<file path="config.mk">
export PLATFORM = sky130hd
export DESIGN_NAME = iic_bus_arbiter
export DESIGN_NICKNAME = d
export VERILOG_FILES = /design/src/rtl/iic_bus_arbiter_pkg.sv /design/src/rtl/iic_bus_arbiter_rr.sv /design/src/rtl/iic_bus_arbiter.sv
export SDC_FILE = /design/constraint.sdc
export NUM_CORES = 1
export LEC_CHECK = 0
export BUFFER_PORTS_ARGS = -buffer_cell sky130_fd_sc_hd__buf_2
export CORE_UTILIZATION = 47
export CTS_CLUSTER_SIZE = 16
export DETAILED_ROUTE_END_ITERATION = 10
export HOLD_SLACK_MARGIN = 0.06
export PLACE_DENSITY_LB_ADDON = 0.08
export REMOVE_ABC_BUFFERS = 1
export SETUP_SLACK_MARGIN = 0.3
export SLEW_MARGIN = 10
export SYNTH_ARGS = -nofsm -noshare
export SYNTH_HDL_FRONTEND = slang
export SYNTH_SLANG_ARGS = --single-unit
export TNS_END_PERCENT = 30
</file>
<file path="constraint.sdc">
create_clock -name clk_100MHz -period 3.15 [get_ports clk_100MHz]
set_clock_uncertainty 0.2 [all_clocks]
set_input_delay 0.7875 -clock clk_100MHz [delete_from_list [all_inputs] [get_ports clk_100MHz]]
set_output_delay 0.7875 -clock clk_100MHz [all_outputs]
set_load 0.01 [all_outputs]
</file>
<file path="src/rtl/iic_bus_arbiter_pkg.sv">
// Shared types and defaults for the IIC bus arbiter.
// Latency: n/a (declarations only).  Backpressure: n/a.
package iic_pkg;

    typedef enum logic [2:0] {
        IDLE,
        ARB,
        ISSUE,
        WAIT_START,
        WAIT_END,
        DONE,
        GAP
    } state_t;

    localparam logic [7:0] DEF_DEV_ADDR      = 8'hd6;
    localparam int         DEF_STROBE_CYCLES = 10;
    localparam int         DEF_START_TIMEOUT = 1000;
    localparam int         DEF_BUSY_TIMEOUT  = 200000;
    localparam int         DEF_GAP_CYCLES    = 100;

    // One requester's transaction as presented to the IIC master.
    typedef struct packed {
        logic [7:0]  addr;
        logic [15:0] reg_addr;
        logic [7:0]  reg_data;
        logic        two_addr;
        logic        rd;
    } txn_t;

endpackage

</file>
<file path="src/rtl/iic_bus_arbiter_rr.sv">
// Round-robin picker: first set request at or after the pointer, wrapping.
// Latency: grant/idx combinational; pointer moves on the clock after advance.
// Backpressure: none; caller decides when to advance.
module rr_arbiter
    import iic_pkg::*;
#(
    parameter  int NUM_REQ = 2,
    localparam int IDX_W   = (NUM_REQ > 1) ? $clog2(NUM_REQ) : 1
) (
    input  logic               clk_100MHz,
    input  logic               rst,
    input  logic [NUM_REQ-1:0] req,
    input  logic               advance,
    output logic [NUM_REQ-1:0] grant,
    output logic [IDX_W-1:0]   idx,
    output logic               req_any
);

    logic [IDX_W-1:0] ptr;
    int               cand;

    always_comb begin
        grant   = '0;
        idx     = '0;
        req_any = 1'b0;
        cand    = 0;
        for (int k = 0; k < NUM_REQ; k++) begin
            cand = int'(ptr) + k;
            if (cand >= NUM_REQ) cand = cand - NUM_REQ;
            for (int j = 0; j < NUM_REQ; j++) begin
                if (!req_any && cand == j && req[j]) begin
                    req_any  = 1'b1;
                    grant[j] = 1'b1;
                    idx      = IDX_W'(j);
                end
            end
        end
    end

    // Pointer moves past the winner so a re-requesting winner cannot starve others.
    always_ff @(posedge clk_100MHz or posedge rst) begin
        if (rst) begin
            ptr <= '0;
        end else if (advance && req_any) begin
            ptr <= (idx == IDX_W'(NUM_REQ - 1)) ? '0 : idx + 1'b1;
        end
    end

endmodule

</file>
<file path="src/rtl/iic_bus_arbiter.sv">
// Shares one IIC master among NUM_REQ drivers, round-robin, one transaction at a time.
// Latency: Req->Done >= 1 + 1 + STROBE_CYCLES + busy cycle + 2 sync + 1.
// Backpressure: Req is a held level; new requests are ignored until GAP has elapsed.
module iic_bus_arbiter
    import iic_pkg::*;
#(
    parameter int NUM_REQ       = 2,
    parameter int STROBE_CYCLES = DEF_STROBE_CYCLES,
    parameter int START_TIMEOUT = DEF_START_TIMEOUT,
    parameter int BUSY_TIMEOUT  = DEF_BUSY_TIMEOUT,
    parameter int GAP_CYCLES    = DEF_GAP_CYCLES
) (
    input  logic                    clk_100MHz,
    input  logic                    rst,
    input  logic [NUM_REQ-1:0]      Req,
    input  logic [NUM_REQ-1:0]      Req_Rd,
    input  logic [8*NUM_REQ-1:0]    Req_Addr,
    input  logic [16*NUM_REQ-1:0]   Req_Reg_Addr,
    input  logic [8*NUM_REQ-1:0]    Req_Reg_Data,
    input  logic [NUM_REQ-1:0]      Req_2Addr,
    output logic [NUM_REQ-1:0]      Grant,
    output logic [NUM_REQ-1:0]      Done,
    output logic                    Err,
    output logic [7:0]              Rd_Data,
    input  logic                    IIC_Busy,
    input  logic [7:0]              IIC_Data,
    output logic                    IIC_Write,
    output logic                    IIC_Read,
    output logic [7:0]              Addr,
    output logic [15:0]             Reg_Addr,
    output logic [7:0]              Reg_Data,
    output logic                    Reg_2Addr,
    output logic                    Ctrl_IIC
);

    localparam int IDX_W = (NUM_REQ > 1) ? $clog2(NUM_REQ) : 1;

    state_t             state, state_nxt;
    logic               busy_m, busy_s, busy_d, busy_rise;
    logic [31:0]        cnt;
    logic               cnt_clr, cnt_run, set_err, cap_rd;
    logic               started, err_q, rd_q;
    logic [NUM_REQ-1:0] grant_q;
    logic [NUM_REQ-1:0] arb_grant;
    logic [IDX_W-1:0]   arb_idx;
    logic               arb_any;
    txn_t               sel_txn;

    rr_arbiter #(.NUM_REQ(NUM_REQ)) u_rr (
        .clk_100MHz (clk_100MHz),
        .rst        (rst),
        .req        (Req),
        .advance    (state == ARB),
        .grant      (arb_grant),
        .idx        (arb_idx),
        .req_any    (arb_any)
    );

    always_comb begin
        sel_txn = '0;
        for (int j = 0; j < NUM_REQ; j++) begin
            if (arb_idx == IDX_W'(j)) begin
                sel_txn.addr     = Req_Addr[8*j +: 8];
                sel_txn.reg_addr = Req_Reg_Addr[16*j +: 16];
                sel_txn.reg_data = Req_Reg_Data[8*j +: 8];
                sel_txn.two_addr = Req_2Addr[j];
                sel_txn.rd       = Req_Rd[j];
            end
        end
    end

    assign busy_rise = busy_s & ~busy_d;

    always_ff @(posedge clk_100MHz or posedge rst) begin
        if (rst) state <= IDLE;
        else     state <= state_nxt;
    end

    always_comb begin
        state_nxt = state;
        cnt_clr   = 1'b0;
        set_err   = 1'b0;
        cap_rd    = 1'b0;
        cnt_run   = 1'b0;
        case (state)
            IDLE: begin
                if (|Req) state_nxt = ARB;
            end
            ARB: begin
                cnt_clr   = 1'b1;
                state_nxt = arb_any ? ISSUE : IDLE;
            end
            ISSUE: begin
                cnt_run = 1'b1;
                if (cnt >= 32'(STROBE_CYCLES - 1)) begin
                    if (started || busy_rise) begin
                        state_nxt = WAIT_END;
                        cnt_clr   = 1'b1;
                    end else begin
                        state_nxt = WAIT_START;
                    end
                end
            end
            WAIT_START: begin
                // cnt keeps running from strobe assert, so the limit covers ISSUE too
                cnt_run = 1'b1;
                if (busy_rise) begin
                    state_nxt = WAIT_END;
                    cnt_clr   = 1'b1;
                end else if (cnt >= 32'(START_TIMEOUT)) begin
                    set_err   = 1'b1;
                    state_nxt = DONE;
                end
            end
            WAIT_END: begin
                cnt_run = 1'b1;
                if (!busy_s) begin
                    cap_rd    = rd_q;
                    state_nxt = DONE;
                end else if (cnt >= 32'(BUSY_TIMEOUT - 1)) begin
                    set_err   = 1'b1;
                    state_nxt = DONE;
                end
            end
            DONE: begin
                cnt_clr   = 1'b1;
                state_nxt = GAP;
            end
            GAP: begin
                cnt_run = 1'b1;
                if (cnt >= 32'(GAP_CYCLES - 1)) state_nxt = IDLE;
            end
            default: state_nxt = IDLE;
        endcase
    end

    always_ff @(posedge clk_100MHz or posedge rst) begin
        if (rst) begin
            busy_m    <= 1'b0;
            busy_s    <= 1'b0;
            busy_d    <= 1'b0;
            cnt       <= '0;
            started   <= 1'b0;
            err_q     <= 1'b0;
            rd_q      <= 1'b0;
            grant_q   <= '0;
            Rd_Data   <= '0;
            Addr      <= DEF_DEV_ADDR;
            Reg_Addr  <= '0;
            Reg_Data  <= '0;
            Reg_2Addr <= 1'b0;
        end else begin
            busy_m <= IIC_Busy;
            busy_s <= busy_m;
            busy_d <= busy_s;

            if (cnt_clr)      cnt <= '0;
            else if (cnt_run) cnt <= cnt + 32'd1;

            if (state == ARB && arb_any) begin
                grant_q   <= arb_grant;
                Addr      <= sel_txn.addr;
                Reg_Addr  <= sel_txn.reg_addr;
                Reg_Data  <= sel_txn.reg_data;
                Reg_2Addr <= sel_txn.two_addr;
                rd_q      <= sel_txn.rd;
                started   <= 1'b0;
                err_q     <= 1'b0;
            end
            if (state == ISSUE && busy_rise) started <= 1'b1;
            if (set_err)                     err_q   <= 1'b1;
            if (cap_rd)                      Rd_Data <= IIC_Data;
            if (state == DONE)               grant_q <= '0;
        end
    end

    assign Grant     = grant_q;
    assign Done      = (state == DONE) ? grant_q : '0;
    assign Err       = (state == DONE) && err_q;
    assign IIC_Write = (state == ISSUE) && !rd_q;
    assign IIC_Read  = (state == ISSUE) && rd_q;
    assign Ctrl_IIC  = (state == ISSUE) || (state == WAIT_START) ||
                       (state == WAIT_END) || (state == DONE);

endmodule

</file>
==> impl_metrics.tcl, run 1 <==
set metrics [dict create \
    status "completed" \
    tritoncts.num_buffers 9 \
    report.power.total_uw 4040 \
    postSynthAreaPerCell_um2 9.86 \
    worstPathRequired_ns 3.24 \
    timing.hold.worst.class "register to register" \
    powerDensity_mw_per_mm2 752 \
    syn_to_final_growth_pct 23.5 \
    num_antenna_cells 0 \
    cts_htree_levels 3 \
    postSynth.asyncResetShare_pct 100 \
    floorplan.initialDensity_pct 49.2 \
    routed_wirelength_um 9930 \
    port-buffer-count 129 \
    grt_pass1_wl_um 16500 \
    total_leakage_power_uw 0.00269 \
    route.antenna.remaining_nets 0 \
    worst-r2r-cell-count 8 \
    period_share_pct 86.3 \
    finalWorstSetupSlack_ns 0.432 \
    clk_transition_reported_paths_ns 0.09 \
    initialDrtViolationCount 135 \
    share_of_post_route_cells_with_drive_strength_above_1_pct 31.1 \
    crit_arrival_ns 2.81 \
    place_hpwl_um 7250 \
    synthCells 441 \
    layout.cells.most_common "sky130_fd_sc_hd__buf_2" \
    most-common-layout-cells "sky130_fd_sc_hd__buf_2, sky130_fd_sc_hd__dfrtp_1, sky130_fd_sc_hd__nand2_1" \
    slew_headroom_pct 60.5 \
    detailedPlace.worstSlack_ns 0.544 \
    vdd_ir_drop_max_v 0.000401 \
    route.detailed.drc 0 \
    startpoint "cnt[0]" \
    synth.top_cell.area_share_pct 46.0 \
    design.portCount 130 \
    number_of_cell_rows 34 \
    holdPathStages 0 \
    clock_insertion_delay_worst_skew_ns 0.36 \
    synthTopCellsByArea "sky130_fd_sc_hd__dfrtp_1, sky130_fd_sc_hd__mux2i_1, sky130_fd_sc_hd__xnor2_1" \
    timing.critical_path.fanout_max 17 \
    globalRouteTotalUtil_pct 21.5 \
    cts_hold_repair.buffers 0 \
    dieWidth_um 98.2 \
    critical_path.startpoint_type "register" \
    type_of_element_capturing_the_critical_path "register" \
    detailroute.via_count 3568 \
    via_density_per_instance 5.25 \
    hold_viol_final 0 \
    congestion_overflow_gr 0 \
    die_area_mm2 0.00964 \
    maxSlewViolCount 0 \
    setup.worst_path.end "cnt[1]" \
    cts_tree "done" \
    synth_enable_flop_cells 0 \
    maximum_buffer_depth_of_the_clock_tree 2 \
    gp_routability_congestion 0.797 \
    rsz0062_at_grt "false" \
    worst_r2r_startpoint "cnt[0]" \
    post_synth_instance_area_mm2 0.00435 \
    grt_pass1_vias 3467 \
    min_period_ns 2.72 \
    grt_max_degree 55 \
    die_y_um 98.2 \
    drt_pre_antenna_iters 5 \
    cts.sinks 85 \
    final_nets 653 \
    highest_achievable_clock_rate_mhz 368 \
    grt_antenna_before_repair 0 \
    reg2reg_slack_ns 0.43 \
    post_synth_num_cell_types 49 \
    clk_root_buffer_cell "sky130_fd_sc_hd__clkbuf_8" \
    finalSetupViolations 0 \
    worstSetupPathType "register to register" \
    detail_route.wl_per_cell_um 14.6 \
    seq_area_frac_synth_pct 49.1 \
    ys_seq_elements 85 \
    crit-reg2reg-capture "cnt[1]" \
    synthDominantAreaCellType "sky130_fd_sc_hd__dfrtp_1" \
    timing_worst_slew_pin_value_ns 0.587 \
    yosys_warnings 0 \
    ys_dominant_reg_cell "sky130_fd_sc_hd__dfrtp_1" \
    fp.coreArea_mm2 0.00885 \
    layout.core_utilization_pct 60.7 \
    max-cap-violations 0 \
]
-- synth_stat cells (2+ instances only) --
cell type,count
sky130_fd_sc_hd__nand2b_1,5
sky130_fd_sc_hd__nand2_1,53
sky130_fd_sc_hd__xnor2_1,30
sky130_fd_sc_hd__nor4_1,13
sky130_fd_sc_hd__dfstp_2,5
sky130_fd_sc_hd__clkbuf_1,14
sky130_fd_sc_hd__nor4_4,2
sky130_fd_sc_hd__buf_2,4
sky130_fd_sc_hd__nand3_1,11
sky130_fd_sc_hd__mux2i_1,35
sky130_fd_sc_hd__a211o_1,3
sky130_fd_sc_hd__inv_1,16
sky130_fd_sc_hd__nand4_1,2
sky130_fd_sc_hd__ha_1,5
sky130_fd_sc_hd__a21oi_1,7
sky130_fd_sc_hd__o211ai_1,3
sky130_fd_sc_hd__nor2_1,46
sky130_fd_sc_hd__nor3_1,16
sky130_fd_sc_hd__a211oi_1,2
sky130_fd_sc_hd__and4_1,2
sky130_fd_sc_hd__o21ai_0,46
sky130_fd_sc_hd__dfrtp_1,80
sky130_fd_sc_hd__and3_1,4
sky130_fd_sc_hd__nor2b_1,4
sky130_fd_sc_hd__mux2_2,9
-- report_power, final --
group / internal, uW / switching [uW] / leakage [uW]
clock: 552 / 399 / 0.000124
combinational: 616 / 804 / 0.00148
sequential: 1430 / 236 / 0.00109
total: 2600 / 1440 / 0.00269
-- per-stage QoR --
stage	hold slack [ns]	setup TNS (ns)	instance area [um2]	cells
after floorplan	0.131	-77.09	4240	420
after global placement	0.137	0	5120	664
after detailed placement	0.147	0	5120	664
after CTS	0.166	0	5370	680
after global routing	0.172	0	5370	680
final	0.163	0	5370	680
-- per-layer routing --
metal | GRT usage, % | up-vias | part of all wire (%)
met1 | 29.0 | 1662 | 46
met4 | 8.27 | 0 | 1.8
met3 | 4.65 | 17 | 6.1
met2 | 34.0 | 120 | 47
li1 | - | 1769 | -
met5 | 0 | - | 0
-- flip-flops by register name (all words and copies together) (netlist names) --
register   flops
Rd_Data        8
busy_m         1
Grant          2
busy_d         1
cnt           32
Reg_Addr      16
Reg_Data       8
rd_q           1
Addr           8
Reg_2Addr      1
started        1
busy_s         1
u_rr.ptr       1
state          3
err_q          1
-- worst max-delay path: stages, from the launching register on --
cell                      delay (ns)
sky130_fd_sc_hd__dfrtp_1        0.42
sky130_fd_sc_hd__inv_1          0.10
sky130_fd_sc_hd__ha_1           0.14
sky130_fd_sc_hd__or3b_2         0.44
sky130_fd_sc_hd__a211o_1        0.33
sky130_fd_sc_hd__nor4_1         0.47
sky130_fd_sc_hd__o21ai_4        0.22
sky130_fd_sc_hd__buf_12         0.21
sky130_fd_sc_hd__a21oi_1        0.11
-- how the worst min path moves through the flow --
stage | slack (ns) | end | from
global route | 0.17 | busy_s | busy_m
global placement | 0.14 | busy_s | busy_m
floorplan | 0.13 | busy_s | busy_m
CTS | 0.17 | Reg_Data[7] | rst
detailed placement | 0.15 | busy_s | busy_m
finish | 0.16 | busy_s | busy_m
-- cells by family after synthesis --
| family | after synthesis | share of synthesized area, % |
|---|---|---|
| and+or+nand+nor | 169 | 19.8 |
| adders and majority gates | 5 | 1.44 |
| muxes | 44 | 10.4 |
| DFF | 85 | 49.1 |
| AOI/OAI and AO/OA | 70 | 9.21 |
| buffers and inverters | 37 | 3.85 |
| xor gates and xnor gates | 31 | 6.24 |
-- timing repair --
item                       in CTS  in global routing
gates resized for setup         0                  1
setup endpoints to repair       0                  1
buffers inserted                0                  0
-- final cells by class --
type | count | area [um2]
clock buffer | 11 | 141
clock inverter | 5 | 108
fill | 775 | 3480
inverter | 16 | 61.3
multi-input combinational | 319 | 2070
sequential | 85 | 2130
tap | 108 | 135
timing repair buffer | 136 | 723
No activity file was read; power rests on OpenSTA's default activity.
==> run 2: changes to the inputs <==
--- a/config.mk
+++ b/config.mk
@@ -6,7 +6,8 @@
 export NUM_CORES = 1
 export LEC_CHECK = 0
 export BUFFER_PORTS_ARGS = -buffer_cell sky130_fd_sc_hd__buf_2
-export CORE_UTILIZATION = 47
+export CORE_ASPECT_RATIO = 0.6
+export CORE_UTILIZATION = 40
 export CTS_CLUSTER_SIZE = 16
 export DETAILED_ROUTE_END_ITERATION = 10
 export HOLD_SLACK_MARGIN = 0.06
==> run 2 against run 1 <==
First-iteration DRC count grew 3.0%. Combinational power grew 3%. Sequential power is essentially flat. Largest cell class unchanged. Sequential share of layout area shrank 0.92 points. Power grew 4.6%. Critical endpoint is now IIC_Write. Critical path type is now register to primary output. Die area grew 17%. Wire length shrank 0.58%. Clock-buffer cell count shrank 2.
==> impl_metrics.tcl, run 2 (same netlist as run 1, synthesis figures left out) <==
set metrics [dict create \
    status "completed" \
    share_seq_of_total_power_pct 39.0 \
    cts_htree_levels 3 \
    vdd_ir_drop_max_v 0.000454 \
    timing.hold.worst.class "register to register" \
    ctsResizeCount 0 \
    initialDrtViolationCount 139 \
    final_nets 652 \
    route.detailed.drc 0 \
    floorplan.initialDensity_pct 41.2 \
    finalSetupViolations 0 \
    grt_pass1_wl_um 16400 \
    number_of_cell_rows 29 \
    num_antenna_cells 0 \
    highest_achievable_clock_rate_mhz 373 \
    number_of_flip_flops_under_the_largest_register_name 32 \
    powerDensity_mw_per_mm2 769 \
    cts_hold_repair.buffers 0 \
    die_area_mm2 0.0113 \
    worstSetupPathType "register to primary output" \
    post-cts-setup-buffers 0 \
    clock_group_share_of_total_power_pct 26.6 \
    globalRouteTotalUtil_pct 19.0 \
    syn_to_final_growth_pct 26.5 \
    top_regs "cnt: 32 flops, Reg_Addr: 16 flops" \
    period_share_pct 85.0 \
    congestion_overflow_gr 0 \
    maxSlewViolCount 0 \
    type_of_element_capturing_the_critical_path "primary output" \
    crit_arrival_ns 1.69 \
    clk_root_buffer_cell "sky130_fd_sc_hd__clkbuf_16" \
    place_hpwl_um 7250 \
    grt_antenna_before_repair 0 \
    grt_pass1_vias 3286 \
    fp.coreArea_mm2 0.0106 \
    power.combinational.fraction_pct 34.5 \
    internal-power_uw 2750 \
    min_period_ns 2.68 \
    report.power.total_uw 4230 \
    grt_max_degree 71 \
    gp_routability_congestion 0.801 \
    design.portCount 130 \
    timing_worst_slew_pin_value_ns 0.668 \
    worst-r2r-cell-count 8 \
    hold_viol_final 0 \
    clock_insertion_delay_worst_skew_ns 0.33 \
    crit-reg2reg-capture "cnt[23]" \
    timing.critical_path.fanout_max 15 \
    dieWidth_um 137 \
    total_leakage_power_uw 0.00273 \
    finalWorstSetupSlack_ns 0.472 \
    via_density_per_instance 4.92 \
    die_y_um 82.8 \
    detailedPlace.worstSlack_ns 0.598 \
    maximum_buffer_depth_of_the_clock_tree 2 \
    startpoint "state[2]" \
    cts_tree "done" \
    cts.sinks 85 \
    worst_r2r_startpoint "cnt[0]" \
    sw_frac_of_total_pct 34.9 \
    largest-register "cnt" \
    layout.core_utilization_pct 52.1 \
    placement.cell_area_mm2 0.00518 \
    p_sw_uw 1470 \
    max-cap-violations 0 \
    worstPathRequired_ns 2.16 \
    rsz0062_at_grt "false" \
    layout.cells.most_common "sky130_fd_sc_hd__buf_2" \
    detailroute.via_count 3491 \
    slew_headroom_pct 55.4 \
    design_area_mm2 0.00550 \
    route.antenna.remaining_nets 0 \
    routed_wirelength_um 9870 \
    critical_path.startpoint_type "register" \
    tritoncts.num_buffers 9 \
    setup_total_negative_slack_ns 0 \
    drt_pre_antenna_iters 4 \
    most-common-layout-cells "sky130_fd_sc_hd__buf_2, sky130_fd_sc_hd__dfrtp_1, sky130_fd_sc_hd__nand2_1" \
    clk_transition_reported_paths_ns 0.06 \
    port-buffer-count 129 \
    share_of_post_route_cells_with_drive_strength_above_1_pct 31.2 \
    detail_route.wl_per_cell_um 13.9 \
    setup.worst_path.end "IIC_Write" \
    reg2reg_slack_ns 0.56 \
]
==> run 2: changes by cell type in the layout (fill, tap and decap cells not counted), sizes merged <==
cell      previous run  this run
clkbuf              11         9
clkinvlp             0         2
buf                136       135
bufinv               3         2
clkinv               3         4
==> run 2: final cells by class <==
| cell class | instances | area (um2) |
|---|---|---|
| fill | 954 | 5060 |
| sequential | 85 | 2130 |
| multi-input combinational | 319 | 2060 |
| timing repair buffer | 135 | 753 |
| clock buffer | 9 | 225 |
| tap | 139 | 174 |
| clock inverter | 7 | 90.1 |
| inverter | 16 | 61.3 |
==> run 2: worst min-delay path by stage <==
| stage | startpoint | endpoint | slack (ns) | cells past startpoint |
|---|---|---|---|---|
| final | busy_m | busy_s | 0.16 | 0 |
| after detailed placement | busy_m | busy_s | 0.15 | 0 |
| after floorplan | busy_m | busy_s | 0.13 | 0 |
| after CTS | busy_m | busy_s | 0.17 | 0 |
| after global placement | busy_m | busy_s | 0.14 | 0 |
| after global routing | busy_m | busy_s | 0.18 | 0 |
==> run 2: worst max-delay path, stage by stage (launching register included) <==
cell and delay, ns:
sky130_fd_sc_hd__dfrtp_1 0.43, sky130_fd_sc_hd__buf_4 0.21, sky130_fd_sc_hd__nor2b_1 0.33, sky130_fd_sc_hd__nand2b_1 0.15, sky130_fd_sc_hd__nor2_1 0.11, sky130_fd_sc_hd__buf_2 0.14
==> run 2: power by group through the flow <==
| stage | Sequential, uW | Combinational [uW] | Clock [uW] |
|---|---|---|---|
| after floorplan | 1780 | 752 | 0 |
| after global placement | 1650 | 1450 | 0 |
| after detailed placement | 1660 | 1490 | 0 |
| after CTS | 1650 | 1480 | 1160 |
| after global routing | 1700 | 1630 | 1210 |
| final | 1650 | 1460 | 1120 |
==> run 2: metrics by stage <==
stage | cells | hold slack [ns]
floorplan | 420 | 0.131
detailed placement | 694 | 0.150
global route | 710 | 0.179
CTS | 710 | 0.165
finish | 710 | 0.160
global placement | 694 | 0.135
==> run 2: per-layer routing <==
metal / vias to the layer above / global-route usage (%) / wire, um
li1: 1773 / - / -
met1: 1618 / 26.4 / 4960
met2: 93 / 28.4 / 4220
met3: 7 / 6.13 / 624
met4: 0 / 5.22 / 72
met5: - / 0 / 0
==> run 3: changes to the inputs <==
==> constraint.sdc (replaced) <==
create_clock -name clk_100MHz -period 2.4 [get_ports clk_100MHz]
set_clock_uncertainty 0.2 [all_clocks]
set_input_delay 0.6 -clock clk_100MHz [delete_from_list [all_inputs] [get_ports clk_100MHz]]
set_output_delay 0.6 -clock clk_100MHz [all_outputs]
set_load 0.01 [all_outputs]
==> run 3 against run 2 <==
Non-clock buffer count up 20. Die area stayed put. Power increased by 40%. Final cell count is 2.8% higher. Flip-flop and latch count unchanged. Critical path depth down 1. Setup slack worse by 0.34 ns. Sequential share of layout area down 1.8 points. Via count grew 3.4%.
==> impl_metrics.tcl, run 3 (same netlist as run 1, synthesis figures left out) <==
set metrics [dict create \
    rsz0062_at_grt "true" \
    cts_htree_levels 3 \
    grt_max_degree 48 \
    route.detailed.drc 0 \
    layout.cells.most_common "sky130_fd_sc_hd__buf_2" \
    most-common-layout-cells "sky130_fd_sc_hd__buf_2, sky130_fd_sc_hd__dfrtp_1, sky130_fd_sc_hd__nand2_1" \
    cts.sinks 85 \
    maximum_buffer_depth_of_the_clock_tree 2 \
    share_of_post_route_cells_with_drive_strength_above_1_pct 35.7 \
    clock_insertion_delay_worst_skew_ns 0.34 \
    powerDensity_mw_per_mm2 1030 \
    power.combinational.fraction_pct 35.7 \
    crit_arrival_ns 1.46 \
    report.power.total_uw 5920 \
    number_of_flip_flops_under_the_largest_register_name 32 \
    highest_achievable_clock_rate_mhz 442 \
    drt_pre_antenna_iters 4 \
    detailroute.via_count 3610 \
    worstPathRequired_ns 1.60 \
    num_antenna_cells 0 \
    grt_pass1_vias 3539 \
    number_of_cell_rows 29 \
    vdd_ir_drop_max_v 0.000648 \
    initialDrtViolationCount 107 \
    sw_frac_of_total_pct 33.5 \
    critical_path.cell_chain "nand2b_1 > nor2_1 > and2_1 > buf_2" \
    dieWidth_um 137 \
    timing.critical_path.fanout_max 4 \
    timing.hold.worst.class "register to register" \
    placed_cells_incl_taps 708 \
    multiInputGateArea_mm2 0.00215 \
    clk_root_buffer_cell "sky130_fd_sc_hd__clkbuf_16" \
    grt_pass1_wl_um 17300 \
    timing_worst_slew_pin_value_ns 0.446 \
    top_regs "cnt: 32 flops, Reg_Addr: 16 flops" \
    congestion_overflow_gr 0 \
    maxSlewViolCount 0 \
    die_y_um 82.8 \
    place_hpwl_um 7410 \
    layout.filler_cells 978 \
    share_seq_of_total_power_pct 35.9 \
    worstSetupPathType "register to primary output" \
    finalWorstSetupSlack_ns 0.135 \
    type_of_element_capturing_the_critical_path "primary output" \
    syn_to_final_growth_pct 32.6 \
    clock_group_share_of_total_power_pct 28.3 \
    floorplan.initialDensity_pct 41.2 \
    crit_path_max_incr_delay_ns 0.43 \
    period_share_pct 94.4 \
    hold_viol_final 0 \
    finalSetupViolations 0 \
    min_period_ns 2.26 \
    status "completed" \
    grt_antenna_before_repair 0 \
    final_nets 672 \
    via_density_per_instance 4.95 \
    total_leakage_power_uw 0.00285 \
    globalRouteTotalUtil_pct 20.1 \
    p_sw_uw 1990 \
    critical-path-top-delay-family "simple AND/OR/NAND/NOR gates" \
    max-cap-violations 0 \
    port-buffer-count 129 \
    detail_route.wl_per_cell_um 14.2 \
    fp.coreArea_mm2 0.0106 \
    final-instance-count-excl-fill 730 \
    critPathBufInv 1 \
    critical_path.startpoint_type "register" \
    design.portCount 130 \
    die_area_mm2 0.0113 \
    cts_tree "done" \
    gp_routability_congestion 0.794 \
    detailedPlace.worstSlack_ns -0.108 \
    internal-power_uw 3940 \
    largest-register "cnt" \
    setup_total_negative_slack_ns 0 \
    route.antenna.remaining_nets 0 \
    area.sequential_mm2 0.00213 \
    tritoncts.num_buffers 9 \
    slew_headroom_pct 70.1 \
    routed_wirelength_um 10400 \
    cpMaxStageDelayCell "sky130_fd_sc_hd__dfrtp_1" \
    clk_transition_reported_paths_ns 0.06 \
]
## run 3: cell count changes in the layout (fill, tap and decap cells not counted), sizes merged
| cell | previous run | this run |
|---|---|---|
| clkinvlp | 2 | 0 |
| bufinv | 2 | 4 |
| buf | 135 | 154 |
| clkinv | 4 | 1 |
| clkbuf | 9 | 12 |
| dlygate4sd3 | 0 | 1 |
## run 3: final cells by class
class,count,share of cell area [%]
multi-input cells,319,37.3
flip-flops and latches,85,37.0
repair buffers,155,15.4
clock buffers,12,4.10
well taps,139,3.02
clock inverters,4,2.08
inverters,16,1.06
## run 3: final timing paths
check                          from           to  slack [ns]  cells after the start
setup / recovery           state[2]     IIC_Read        0.14                      4
hold / removal               busy_m       busy_s        0.16                      0
setup reg to reg             cnt[0]      cnt[24]        0.21                      8
hold reg to reg              busy_m       busy_s        0.16                      0
max in group asynchronous       rst      cnt[10]        0.82                      4
min in group asynchronous       rst  Reg_Addr[5]        0.56                      3
## run 3: power by group through the flow
stage	Clock (uW)	Combinational, uW	Sequential, uW
after floorplan	0	987	2330
after global placement	0	2000	2130
after detailed placement	0	2050	2140
after CTS	1710	2100	2130
after global routing	1780	2360	2190
final	1680	2120	2130
## run 3: metrics by stage
stage	utilization [%]	instance area (um2)	hold WS, ns
2_1_floorplan	-	4240	0.131
3_3_place_gp	49.9	5270	0.136
3_5_place_dp	49.9	5270	0.145
4_1_cts	53.9	5690	0.157
5_1_grt	54.6	5770	0.155
6_report	54.6	5770	0.158
## run 3: timing repair
item / CTS / global route
cloned: 0 / 0
pin swaps: 4 / 2
endpoints found under the hold margin: 15 / 0
hold buffers: 1 / 0
setup buffers: 2 / 3
endpoints found under the setup margin: 41 / 42
resized for setup: 12 / 11
## run 3: routing by layer
layer  wire length (um)  track usage (%)
met1               5230             27.0
met5                  0                0
met4                 51             5.11
met3                551             6.31
met2               4560             31.6
